--- config.mk ---
export PLATFORM = sky130hd
export DESIGN_NAME = mc_control
export DESIGN_NICKNAME = d
export VERILOG_FILES = /design/src/rtl/mc_pkg.sv /design/src/rtl/mc_wait_timer.sv /design/src/rtl/mc_control.sv
export SDC_FILE = /design/constraint.sdc
export NUM_CORES = 1
export LEC_CHECK = 0
export BUFFER_PORTS_ARGS = -buffer_cell sky130_fd_sc_hd__buf_2
export CORE_ASPECT_RATIO = 1.1
export CORE_MARGIN = 10
export CORE_UTILIZATION = 30
export DETAILED_ROUTE_END_ITERATION = 8
export GPL_TIMING_DRIVEN = 0
export PLACE_DENSITY = 0.56
export REMOVE_ABC_BUFFERS = 1
export SYNTH_ARGS = -nofsm -noshare
export SYNTH_HDL_FRONTEND = slang
export SYNTH_SLANG_ARGS = --single-unit
--- constraint.sdc ---
create_clock -name i_clk -period 2.16 [get_ports i_clk]
set_input_delay 0.432 -clock i_clk [delete_from_list [all_inputs] [get_ports i_clk]]
set_output_delay 0.432 -clock i_clk [all_outputs]
set_load 0.005 [all_outputs]
--- src/rtl/mc_pkg.sv ---
// Shared encodings for the multicycle MIPS control unit: opcodes, FSM states,
// datapath select codes and the bundle of control lines the FSM drives.
package mc_pkg;

   localparam logic [5:0] OP_RTYPE = 6'h00;
   localparam logic [5:0] OP_J     = 6'h02;
   localparam logic [5:0] OP_BEQ   = 6'h04;
   localparam logic [5:0] OP_BNE   = 6'h05;
   localparam logic [5:0] OP_ADDI  = 6'h08;
   localparam logic [5:0] OP_ADDIU = 6'h09;
   localparam logic [5:0] OP_LW    = 6'h23;
   localparam logic [5:0] OP_SW    = 6'h2B;

   typedef enum logic [3:0] {
      S_FETCH  = 4'd0,
      S_DECODE = 4'd1,
      S_MEMADR = 4'd2,
      S_MEMRD  = 4'd3,
      S_MEMWB  = 4'd4,
      S_MEMWR  = 4'd5,
      S_EXEC   = 4'd6,
      S_ALUWB  = 4'd7,
      S_IMMEX  = 4'd8,
      S_IMMWB  = 4'd9,
      S_BRANCH = 4'd10,
      S_JUMP   = 4'd11
   } state_e;

   localparam logic [1:0] ALUOP_ADD    = 2'b00;
   localparam logic [1:0] ALUOP_SUB    = 2'b01;
   localparam logic [1:0] ALUOP_FUNCT  = 2'b10;

   localparam logic [1:0] SRCB_B       = 2'b00;
   localparam logic [1:0] SRCB_FOUR    = 2'b01;
   localparam logic [1:0] SRCB_IMM     = 2'b10;
   localparam logic [1:0] SRCB_IMM_SH2 = 2'b11;

   localparam logic [1:0] PCSRC_ALU    = 2'b00;
   localparam logic [1:0] PCSRC_ALUOUT = 2'b01;
   localparam logic [1:0] PCSRC_JUMP   = 2'b10;

   typedef struct packed {
      logic       pc_write;
      logic       pc_write_cond;
      logic       pc_write_cond_n;
      logic       ior_d;
      logic       mem_read;
      logic       mem_write;
      logic       ir_write;
      logic       mem_to_reg;
      logic       reg_dst;
      logic       reg_write;
      logic       alu_src_a;
      logic [1:0] alu_src_b;
      logic [1:0] alu_op;
      logic [1:0] pc_src;
      logic       ext_op;
      logic       illegal;
      logic       mem_err;
   } ctrl_t;

   localparam ctrl_t CTRL_NONE = '0;

   function automatic logic is_mem_state(input state_e st);
      return (st == S_FETCH) || (st == S_MEMRD) || (st == S_MEMWR);
   endfunction

   function automatic logic is_supported(input logic [5:0] op);
      case (op)
         OP_RTYPE, OP_J, OP_BEQ, OP_BNE, OP_ADDI, OP_ADDIU, OP_LW, OP_SW: return 1'b1;
         default: return 1'b0;
      endcase
   endfunction

endpackage

--- src/rtl/mc_wait_timer.sv ---
// Memory wait counter: counts stalled cycles spent in a memory state and
// flags the bounded-wait abort when the budget is exhausted.
module mc_wait_timer #(
   parameter int unsigned MEM_TIMEOUT = 16,
   parameter int unsigned CNT_W       = 5
) (
   input  logic clk_i,
   input  logic rst_i,
   input  logic in_mem_i,
   input  logic ready_i,
   output logic timeout_o
);

   logic [CNT_W-1:0] cnt_q, cnt_d;
   logic             timeout_s;

   // Abort only while still waiting; a same-cycle ready always wins.
   always_comb begin
      if ((MEM_TIMEOUT != 32'd0) && in_mem_i && !ready_i && (cnt_q == CNT_W'(MEM_TIMEOUT))) begin
         timeout_s = 1'b1;
      end else begin
         timeout_s = 1'b0;
      end
   end

   // Held at zero outside memory states so every entry starts a fresh count.
   always_comb begin
      if (!in_mem_i || ready_i || timeout_s) begin
         cnt_d = '0;
      end else begin
         cnt_d = cnt_q + CNT_W'(1'b1);
      end
   end

   // Counter register.
   always_ff @(posedge clk_i or posedge rst_i) begin
      if (rst_i) begin
         cnt_q <= '0;
      end else begin
         cnt_q <= cnt_d;
      end
   end

   assign timeout_o = timeout_s;

endmodule

--- src/rtl/mc_control.sv ---
// Multicycle MIPS control FSM: sequences fetch, decode, execute, memory and
// writeback over a shared datapath with a ready/timeout memory handshake.
module mc_control
   import mc_pkg::*;
#(
   parameter int unsigned MEM_TIMEOUT = 16,
   parameter int unsigned CNT_W       = 5
) (
   input  logic       i_clk,
   input  logic       i_rst,
   input  logic [5:0] i_opcode,
   input  logic       i_memReady,
   output logic       o_pcWrite,
   output logic       o_pcWriteCond,
   output logic       o_pcWriteCondN,
   output logic       o_iorD,
   output logic       o_memRead,
   output logic       o_memWrite,
   output logic       o_irWrite,
   output logic       o_memToReg,
   output logic       o_regDst,
   output logic       o_regWrite,
   output logic       o_aluSrcA,
   output logic [1:0] o_aluSrcB,
   output logic [1:0] o_aluOp,
   output logic [1:0] o_pcSrc,
   output logic       o_extOp,
   output logic       o_illegal,
   output logic       o_memErr,
   output logic [3:0] o_state
);

   state_e     state_q, state_d;
   logic [5:0] opcode_q, opcode_d;
   logic       in_mem_s;
   logic       timeout_s;
   ctrl_t      ctrl_s, ctrl_out_s;

   assign in_mem_s = is_mem_state(state_q);

   mc_wait_timer #(
      .MEM_TIMEOUT (MEM_TIMEOUT),
      .CNT_W       (CNT_W)
   ) u_wait_timer (
      .clk_i     (i_clk),
      .rst_i     (i_rst),
      .in_mem_i  (in_mem_s),
      .ready_i   (i_memReady),
      .timeout_o (timeout_s)
   );

   // Next-state and opcode latch; later states decode only the latched opcode.
   always_comb begin
      state_d  = state_q;
      opcode_d = opcode_q;
      case (state_q)
         S_FETCH: begin
            if (i_memReady) state_d = S_DECODE;
            else            state_d = S_FETCH;
         end
         S_DECODE: begin
            opcode_d = i_opcode;
            case (i_opcode)
               OP_LW, OP_SW:      state_d = S_MEMADR;
               OP_RTYPE:          state_d = S_EXEC;
               OP_ADDI, OP_ADDIU: state_d = S_IMMEX;
               OP_BEQ, OP_BNE:    state_d = S_BRANCH;
               OP_J:              state_d = S_JUMP;
               default:           state_d = S_FETCH;
            endcase
         end
         S_MEMADR: begin
            if (opcode_q == OP_LW)      state_d = S_MEMRD;
            else if (opcode_q == OP_SW) state_d = S_MEMWR;
            else                        state_d = S_FETCH;
         end
         S_MEMRD: begin
            if (i_memReady)     state_d = S_MEMWB;
            else if (timeout_s) state_d = S_FETCH;
            else                state_d = S_MEMRD;
         end
         S_MEMWR: begin
            if (i_memReady || timeout_s) state_d = S_FETCH;
            else                         state_d = S_MEMWR;
         end
         S_EXEC:  state_d = S_ALUWB;
         S_IMMEX: state_d = S_IMMWB;
         S_MEMWB, S_ALUWB, S_IMMWB, S_BRANCH, S_JUMP: state_d = S_FETCH;
         default: state_d = S_FETCH;
      endcase
   end

   // State and latched-opcode registers.
   always_ff @(posedge i_clk or posedge i_rst) begin
      if (i_rst) begin
         state_q  <= S_FETCH;
         opcode_q <= 6'd0;
      end else begin
         state_q  <= state_d;
         opcode_q <= opcode_d;
      end
   end

   // Control lines decoded from state; FETCH writes and memErr also follow the handshake.
   always_comb begin
      ctrl_s = CTRL_NONE;
      case (state_q)
         S_FETCH: begin
            ctrl_s.mem_read  = 1'b1;
            ctrl_s.alu_src_b = SRCB_FOUR;
            ctrl_s.alu_op    = ALUOP_ADD;
            ctrl_s.pc_src    = PCSRC_ALU;
            ctrl_s.ir_write  = i_memReady;
            ctrl_s.pc_write  = i_memReady;
         end
         S_DECODE: begin
            ctrl_s.alu_src_b = SRCB_IMM_SH2;
            ctrl_s.ext_op    = 1'b1;
            ctrl_s.illegal   = !is_supported(i_opcode);
         end
         S_MEMADR, S_IMMEX: begin
            ctrl_s.alu_src_a = 1'b1;
            ctrl_s.alu_src_b = SRCB_IMM;
            ctrl_s.ext_op    = 1'b1;
         end
         S_MEMRD: begin
            ctrl_s.mem_read = 1'b1;
            ctrl_s.ior_d    = 1'b1;
         end
         S_MEMWR: begin
            ctrl_s.mem_write = 1'b1;
            ctrl_s.ior_d     = 1'b1;
         end
         S_MEMWB: begin
            ctrl_s.reg_write  = 1'b1;
            ctrl_s.mem_to_reg = 1'b1;
         end
         S_EXEC: begin
            ctrl_s.alu_src_a = 1'b1;
            ctrl_s.alu_src_b = SRCB_B;
            ctrl_s.alu_op    = ALUOP_FUNCT;
         end
         S_ALUWB: begin
            ctrl_s.reg_write = 1'b1;
            ctrl_s.reg_dst   = 1'b1;
         end
         S_IMMWB: ctrl_s.reg_write = 1'b1;
         S_BRANCH: begin
            ctrl_s.alu_src_a       = 1'b1;
            ctrl_s.alu_op          = ALUOP_SUB;
            ctrl_s.pc_src          = PCSRC_ALUOUT;
            ctrl_s.pc_write_cond   = (opcode_q == OP_BEQ);
            ctrl_s.pc_write_cond_n = (opcode_q == OP_BNE);
         end
         S_JUMP: begin
            ctrl_s.pc_write = 1'b1;
            ctrl_s.pc_src   = PCSRC_JUMP;
         end
         default: ctrl_s = CTRL_NONE;
      endcase
      ctrl_s.mem_err = timeout_s;
   end

   assign ctrl_out_s = i_rst ? CTRL_NONE : ctrl_s;

   assign o_pcWrite      = ctrl_out_s.pc_write;
   assign o_pcWriteCond  = ctrl_out_s.pc_write_cond;
   assign o_pcWriteCondN = ctrl_out_s.pc_write_cond_n;
   assign o_iorD         = ctrl_out_s.ior_d;
   assign o_memRead      = ctrl_out_s.mem_read;
   assign o_memWrite     = ctrl_out_s.mem_write;
   assign o_irWrite      = ctrl_out_s.ir_write;
   assign o_memToReg     = ctrl_out_s.mem_to_reg;
   assign o_regDst       = ctrl_out_s.reg_dst;
   assign o_regWrite     = ctrl_out_s.reg_write;
   assign o_aluSrcA      = ctrl_out_s.alu_src_a;
   assign o_aluSrcB      = ctrl_out_s.alu_src_b;
   assign o_aluOp        = ctrl_out_s.alu_op;
   assign o_pcSrc        = ctrl_out_s.pc_src;
   assign o_extOp        = ctrl_out_s.ext_op;
   assign o_illegal      = ctrl_out_s.illegal;
   assign o_memErr       = ctrl_out_s.mem_err;
   assign o_state        = state_q;

endmodule

# Yosys cells after proc, flatten, opt, wreduce, memory -nomap -nowiden
# Cells that the tools add are included.
# Widths: inputs -> output; s select.
classes:
  n_mul: 0
  bitwise: 0
  div_mod_pow: 0
  n_mux: 28
  addsub: 1
  magnitude_cmp: 0
  n_reduce_logical: 22
  n_shift: 0
  eq_ne: 23
ops:
  columns: ["operator", "count"]
  rows:
  - ["$pmux 4 s7", 1]
  - ["$eq 6x3->1 const B", 4]
  - ["$eq 6x6->1 const B", 4]
  - ["$mux 20", 1]
  - ["$pmux 4 s5", 1]
  - ["$eq 4x3->1 const B", 4]
  - ["$eq 4x4->1 const B", 4]
  - ["$mux 1", 14]
  - ["$eq 6x4->1 const B", 2]
  - ["$mux 3", 4]
  - ["$reduce_or 2->1", 6]
  - ["$eq 4x2->1 const B", 2]
  - ["$pmux 2 s2", 2]
  - ["$reduce_or 8->1", 1]
  - ["$eq 6x2->1 const B", 1]
  - ["$logic_not 6->1", 1]
  - ["$pmux 2 s3", 1]
  - ["$reduce_or 3->1", 2]
  - ["$add 5x1->5 const B", 1]
  - ["$eq 5x5->1 const B", 1]
  - ["$logic_or 1x1->1", 5]
  - ["$mux 5", 1]
  - ["$eq 4x1->1 const B", 1]
  - ["$logic_not 4->1", 1]
  - ["5 further kinds", 9]
word_totals:
  register_bits: 15
  latchBits: 0
  in_bits: 9
  output_inout_bits: 24
  ramBits: 0
  mem_bits_ro: 0
  mem_count: 0

# Depth between registers and ports, before layout
# Gate-level depths: netlist of run 1.
logic_depth:
  word_depth: 9
  depth_mapped: 6

# Hierarchy
# A second synthesis of run 1 with hierarchy kept.
unflattened:
  hier_cells: 144
  hier_area_um2: 1166.1
modules_own_cells:
  columns: ["module", "cells_per_inst", "instances", "area_each_um2"]
  rows:
  - ["mc_control", 119, 1, 889.6]
  - ["mc_wait_timer", 25, 1, 276.5]

# Worst setup path before layout of run 1
# OpenSTA, ideal clock, no wires.
synth_path:
  path_kind: "input to output"
  startpoint: "input port i_rst"
  endpoint: "output port o_memWrite"
  path_slack_ns: 0.340
  n_path_buf: 1
  arrival_time_ns: 1.388
  required_ns: 1.728
  stages: 4
  cell_sequence: "clkbuf_1 -> inv_1 -> nand2b_1 -> nor3b_1"
synth_via:
  elab_chain_cells: 1
synth_lines:
  columns: ["item", "line", "source"]
  rows:
  - ["from (decl)", "mc_control.sv:10", "input logic i_rst,"]
  - ["$mux 20", "mc_control.sv:164", "assign ctrl_out_s = i_rst ? CTRL_NONE : ctrl_s;"]
  - ["to (decl)", "mc_control.sv:18", "output logic o_memWrite,"]
# No other way between the ends.

# Worst setup path in the final report of run 1
layout_path:
  startpoint: "register state_q[0], in the netlist o_state[0]"
  endpoint: "output port o_memRead"
layout_via:
  elab_chain_cells: 4
  word_cells_on_any_way: 5
  classes_between: "1 x eq/ne; 2 x mux; 2 x reduce/logical"
layout_lines:
  columns: ["item", "line", "source"]
  rows:
  - ["from (decl)", "mc_control.sv:33", "state_e state_q, state_d;"]
  - ["from (signal assigned)", "mc_control.sv:99", "state_q <= state_d;"]
  - ["$eq 4x2->1 or $logic_not 4->1 (tied branches)", "mc_control.sv:107", "case (state_q)"]
  - ["$reduce_or 2->1 (no source line) (*)", null, null]
  - ["$mux 1 (*)", "mc_control.sv:107", null]
  - ["$mux 20 (*)", "mc_control.sv:164", null]
  - ["to (decl)", "mc_control.sv:17", "output logic o_memRead,"]
# Every way passes the cells marked *; elsewhere a longest branch is shown, timed or not.

==> results of run 1 <==
-- power by group through the flow --
stage | logic, uW | clock network, uW | registers [uW]
after global placement | 275 | 0 | 435
after floorplan | 203 | 0 | 416
after detailed placement | 281 | 0 | 437
final | 332 | 222 | 422
after global routing | 376 | 249 | 432
after CTS | 293 | 232 | 433
-- kinds of logic after synthesis --
logic type | share of synthesized area
xor gates and xnor gates | 0.05414
AOI/OAI and AO/OA | 0.1105
adders and majority gates | 0.02210
and+or+nand+nor | 0.3536
buffers and inverters | 0.05193
DFF | 0.3315
muxes | 0.07624
-- cells in the mapped netlist, drive strengths merged, types with 3 or more instances --
| library cell | count | share of area |
|---|---|---|
| nor4b | 6 | 0.078 |
| mux2i | 3 | 0.027 |
| o21ai | 4 | 0.018 |
| nor2 | 17 | 0.056 |
| nand3 | 4 | 0.018 |
| nand2b | 4 | 0.022 |
| nor3b | 4 | 0.027 |
| dfrtp | 15 | 0.33 |
| nand2 | 7 | 0.023 |
| buf | 7 | 0.029 |
| xnor2 | 4 | 0.031 |
| inv | 6 | 0.020 |
| xor2 | 3 | 0.023 |
| mux2 | 5 | 0.050 |
| or2 | 3 | 0.017 |
| nor3 | 3 | 0.013 |
-- cell type report --
cell class                 instances  area [um2]  share of cell area
multi-input combinational         95       720.7              0.4936
sequential                        15       387.9              0.2656
timing repair buffer              40       217.7              0.1491
tap                               50       62.56             0.04284
clock buffer                       4       45.04             0.03085
inverter                           6       26.28             0.01799
-- flip-flops by register name, indices dropped and copies added, names as in the netlist --
signal / cells
u_wait_timer.cnt_q: 5
o_state: 4
opcode_q: 6
-- through the flow --
| step | total power [uW] | util | instance area (um2) | std cells | hold slack (ps) |
|---|---|---|---|---|---|
| 6_report | 975.8 | 0.3995 | 1460 | 210 | 281.4 |
| 5_1_grt | 1056 | 0.3995 | 1460 | 210 | 304.9 |
| 4_1_cts | 958.2 | 0.3793 | 1386 | 204 | 273.2 |
| 3_5_place_dp | 718.7 | 0.3608 | 1319 | 198 | 490.7 |
| 3_3_place_gp | 710.5 | 0.3608 | 1319 | 198 | 471.7 |
| 2_1_floorplan | 618.2 | - | 1096 | 116 | 341.9 |
-- layer usage --
layer | vias to the layer above | wire [um] | track usage
met5 | - | 0 | 0
met4 | 0 | 14 | 0.01958
met3 | 2 | 306 | 0.03731
met2 | 33 | 1289 | 0.1400
met1 | 502 | 1368 | 0.1048
li1 | 524 | - | -
-- worst max-delay path by stage --
| stage | end | slack [ps] | cells past startpoint |
|---|---|---|---|
| 3_5_place_dp | o_memWrite | 1 | 5 |
| 6_report | o_memRead | 90 | 3 |
| 2_1_floorplan | o_pcWrite | 310 | 3 |
| 4_1_cts | o_pcWriteCond | 4 | 4 |
| 5_1_grt | o_pcWriteCondN | -10 | 5 |
| 3_3_place_gp | o_illegal | 0.2 | 3 |
-- critical path, delay by kind of cell, from the launching register on --
kind,cells,cell delay (ps)
and+or+nand+nor,1,350
buffers and inverters,1,180
AOI/OAI and AO/OA,1,360
DFF,1,510
-- what timing repair did --
item                                    in CTS  in global routing
hold buffers                                 0                  0
buffers inserted                             2                  6
resized for setup                            5                  8
endpoints found under the setup margin       9                 10
==> out/qor.yml, run 1 <==
initial_core_util: 0.3098
p_comb_frac: 0.340
cts-root-buf: "clkbuf_8"
clkTransAtPathRegs_ps: 60
coreArea_mm2: 0.003655
tightestPinTransition_ps: 328.9
synthFlopType: "dfrtp_1"
worst-path-max-fanout: 7
grt_remaining_overflow: 0
crit_required_ps: 1730
fmax_mhz: 483.5
final_cell_mix: "33 x buf_2, 16 x nor2_1, 11 x dfrtp_1"
p_switching_uw: 317.2
drc_errors: 0
grt_max_degree: 22
cell_internal_pwr_uw: 658.6
cts_buffer_depth: 2
dr_total_vias: 1061
ant_nets: 0
synthCells: 124
wl_per_cell_um: 14.19
arrival_ps: 1640
cts_buffers: 3
htree_num_levels: 1
max_stage_delay_ps: 510
clkPwrFrac: 0.228
dieArea_mm2: 0.006634
areaGrowthSynthToFinish_pct: 28.95
fin_nets: 172
dp_slack_ps: 1.316
die_x_um: 78.58
crit_path_end_kind: "output port"
r2r-end: "o_state[2]"
status: "finished, final reports clean"
ir_worst_vdd_v: 0.0004195
detail_route.iter0.violations: 44
die_h_um: 84.44
num-fill-cells: 393
final_common_cell: "buf_2"
setup_ws_ps: 91.94
startpoint: "o_state[0]"
fin_crit_sh: 0.9574
yosys_register_bits: 15
wirelength_mm: 2.979
antenna_cells: 0
r2r_setup_slack_ps: 580
synthesis.area_mm2: 0.001132
cts_tree: "built"
relSlewSlack: 0.7750
crit_chain: "or2_2, a2111oi_1, buf_2"
dr.pass1.iters: 4
hpwl_mm: 2.146
boundaryPins: 33
crit_path_start_kind: "flip-flop"
yosysWarnings: 0
leakagePower_uw: 0.0006708
clock_sinks: 15
p_per_area_mw_per_mm2: 668.3
drive_gt1_frac: 0.3875
gr-usage-all-layers: 0.08712
min_period_ps: 2068
synthDistinctLibCells: 42
slew_viol_final: 0
fin_worst_skew_ps: 2.390
synth.avg_cell_area_um2: 9.132
r2r_start: "o_state[0]"
cap_viol_max_count: 0
tns_ps: 0
place_congestion: 0.7814
clkLatencyLatePin_ps: 240
hold_viol_final: 0
via_per_inst: 5.052
antenna_found_initial: 0
rows: 23
hold_path.class: "in2async"
grt_pass1_vias: 1088
grt_pass1_wl_mm: 4.954
rsz0062_at_grt: "true"
p_sw_frac: 0.3251
ys_seq_area_frac: 0.3315
setup_viol: 0
synth_edf_count: 0
cp_slowest_cell: "dfrtp_4"
io_buffers: 32
ff2ff_path_depth: 5
critical_path_class: "reg2out"
synthArstFlopShare: 1.000
seq_power_share: 0.432
Power figures use the tool's default switching activity.
==> run 2, diff against run 1 <==
--- a/config.mk
+++ b/config.mk
@@ -8,10 +8,11 @@
 export BUFFER_PORTS_ARGS = -buffer_cell sky130_fd_sc_hd__buf_2
 export CORE_ASPECT_RATIO = 1.1
 export CORE_MARGIN = 10
-export CORE_UTILIZATION = 30
+export CORE_UTILIZATION = 50
 export DETAILED_ROUTE_END_ITERATION = 8
 export GPL_TIMING_DRIVEN = 0
-export PLACE_DENSITY = 0.56
+export PLACE_DENSITY = 0.82
+export RECOVER_POWER = 50
 export REMOVE_ABC_BUFFERS = 1
 export SYNTH_ARGS = -nofsm -noshare
 export SYNTH_HDL_FRONTEND = slang
==> out/qor.yml, run 2 (synthesis gave the netlist of run 1 again) <==
status: "finished, final reports clean"
r2r_setup_slack_ps: 470
min_period_ps: 2090
via_per_inst: 5.665
fin_crit_sh: 0.9677
regMostFlops: "opcode_q"
use_met3: 0.04147
cts_buffer_depth: 2
htree_num_levels: 1
cts_buffers: 3
dr_total_vias: 1099
ir_worst_vdd_v: 0.0005112
detail_route.iter0.violations: 108
dpl_cell_area_mm2: 0.001294
stdcell_count: 194
cp_slowest_cell: "dfrtp_2"
rsz0062_at_grt: "true"
dieArea_mm2: 0.004570
grt_pass1_vias: 1091
num-fill-cells: 193
critical_path_class: "reg2out"
design_area_mm2: 0.001439
antenna_cells: 0
hpwl_mm: 2.046
clkTransAtPathRegs_ps: 90
worst-path-max-fanout: 4
hold_viol_final: 0
p_per_area_mw_per_mm2: 645.7
wirelength_mm: 3.089
clock_sinks: 15
place_inst: 178
grt_util_met1: 0.1337
cts_hold_repair.buffers: 0
relSlewSlack: 0.7469
cap_viol_max_count: 0
met2_usage: 0.2063
grt_remaining_overflow: 0
crit_path_end_kind: "output port"
dr.pass1.iters: 4
r2r-end: "o_state[2]"
tightestPinTransition_ps: 370.1
die_x_um: 65.38
clkLatencyLatePin_ps: 280
grt_max_degree: 22
crit_path_start_kind: "flip-flop"
drc_errors: 0
rows: 18
areaGrowthSynthToFinish_pct: 27.07
largest_reg_flops: 6
setup_viol: 0
fmax_mhz: 478.4
multi_input_area_um2: 718.2
hold_path.class: "in2async"
fin_worst_skew_ps: 7.071
place_congestion: 0.7704
ant_nets: 0
slew_viol_final: 0
initial_core_util: 0.5130
max_stage_delay_ps: 430
leakagePower_uw: 0.0006794
ff2ff_path_depth: 5
crit_required_ps: 1730
p_total_uw: 929.1
cts_tree: "built"
crit_chain: "or2_2, nor4b_2, or2_2, buf_2"
seqCellArea_um2: 385.4
final_common_cell: "buf_2"
coreArea_mm2: 0.002207
top_usage_layer: "met2"
arrival_ps: 1660
holdWs_ps: 224.0
r2r_start: "o_state[2]"
gr-usage-all-layers: 0.1229
io_buffers: 32
die_h_um: 69.91
cpMostUsedCell: "or2_2"
fin_nets: 176
cts-root-buf: "clkbuf_4"
final_cell_mix: "34 x buf_2, 16 x nor2_1, 11 x dfrtp_1"
antenna_found_initial: 0
wl_per_cell_um: 15.92
drive_gt1_frac: 0.4085
boundaryPins: 33
grt_pass1_wl_mm: 4.719
==> run 2: area by class of cell <==
cell class | count | area share
Multi-Input combinational cell | 95 | 0.4991
Sequential cell | 15 | 0.2678
Timing Repair Buffer | 44 | 0.1704
Tap cell | 30 | 0.02609
Clock buffer | 4 | 0.01826
Inverter | 6 | 0.01826
==> run 2: what timing repair did <==
action / in CTS / in global routing
setup buffers: 6 / 6
endpoints found under the hold margin: 0 / 0
resized for setup: 5 / 8
pin swaps: 0 / 0
setup endpoints to repair: 11 / 8
==> run 2: power by group <==
group	internal, uW	leakage [uW]	switching [uW]
logic	187	0.000478	173
clock network	71.7	0.0000150	85.7
registers	349	0.000186	63.0
total	608	0.000679	321
==> run 2: metrics by stage <==
stage / setup TNS [ps] / utilization / setup slack (ps)
2_1_floorplan: 0 / - / 306.1
3_3_place_gp: 0 / 0.5862 / 73.52
3_5_place_dp: 0 / 0.5862 / 24.75
4_1_cts: 0 / 0.6196 / 32.75
5_1_grt: -164.5 / 0.6519 / -55.34
6_report: 0 / 0.6519 / 69.79
==> run 2: worst max-delay path by stage <==
| stage | from | to | slack (ps) |
|---|---|---|---|
| final | o_state[1] | o_pcWrite | 70 |
| after global routing | o_state[3] | o_regWrite | -60 |
| after CTS | o_state[0] | o_pcWrite | 30 |
| after detailed placement | o_state[0] | o_illegal | 20 |
| after global placement | o_state[0] | o_illegal | 70 |
| after floorplan | o_state[1] | o_pcWrite | 310 |
==> run 2: per-layer routing <==
| metal | vias up | part of all wire |
|---|---|---|
| met5 | - | 0 |
| met4 | 0 | 0.016 |
| met3 | 6 | 0.077 |
| met2 | 34 | 0.49 |
| met1 | 525 | 0.42 |
| li1 | 534 | - |
==> run 2: worst max-delay path, delay by kind of cell, from the launching register on <==
kind,cells,cell delay (ps)
buffers and inverters,1,100
DFF,1,430
and+or+nand+nor,3,840
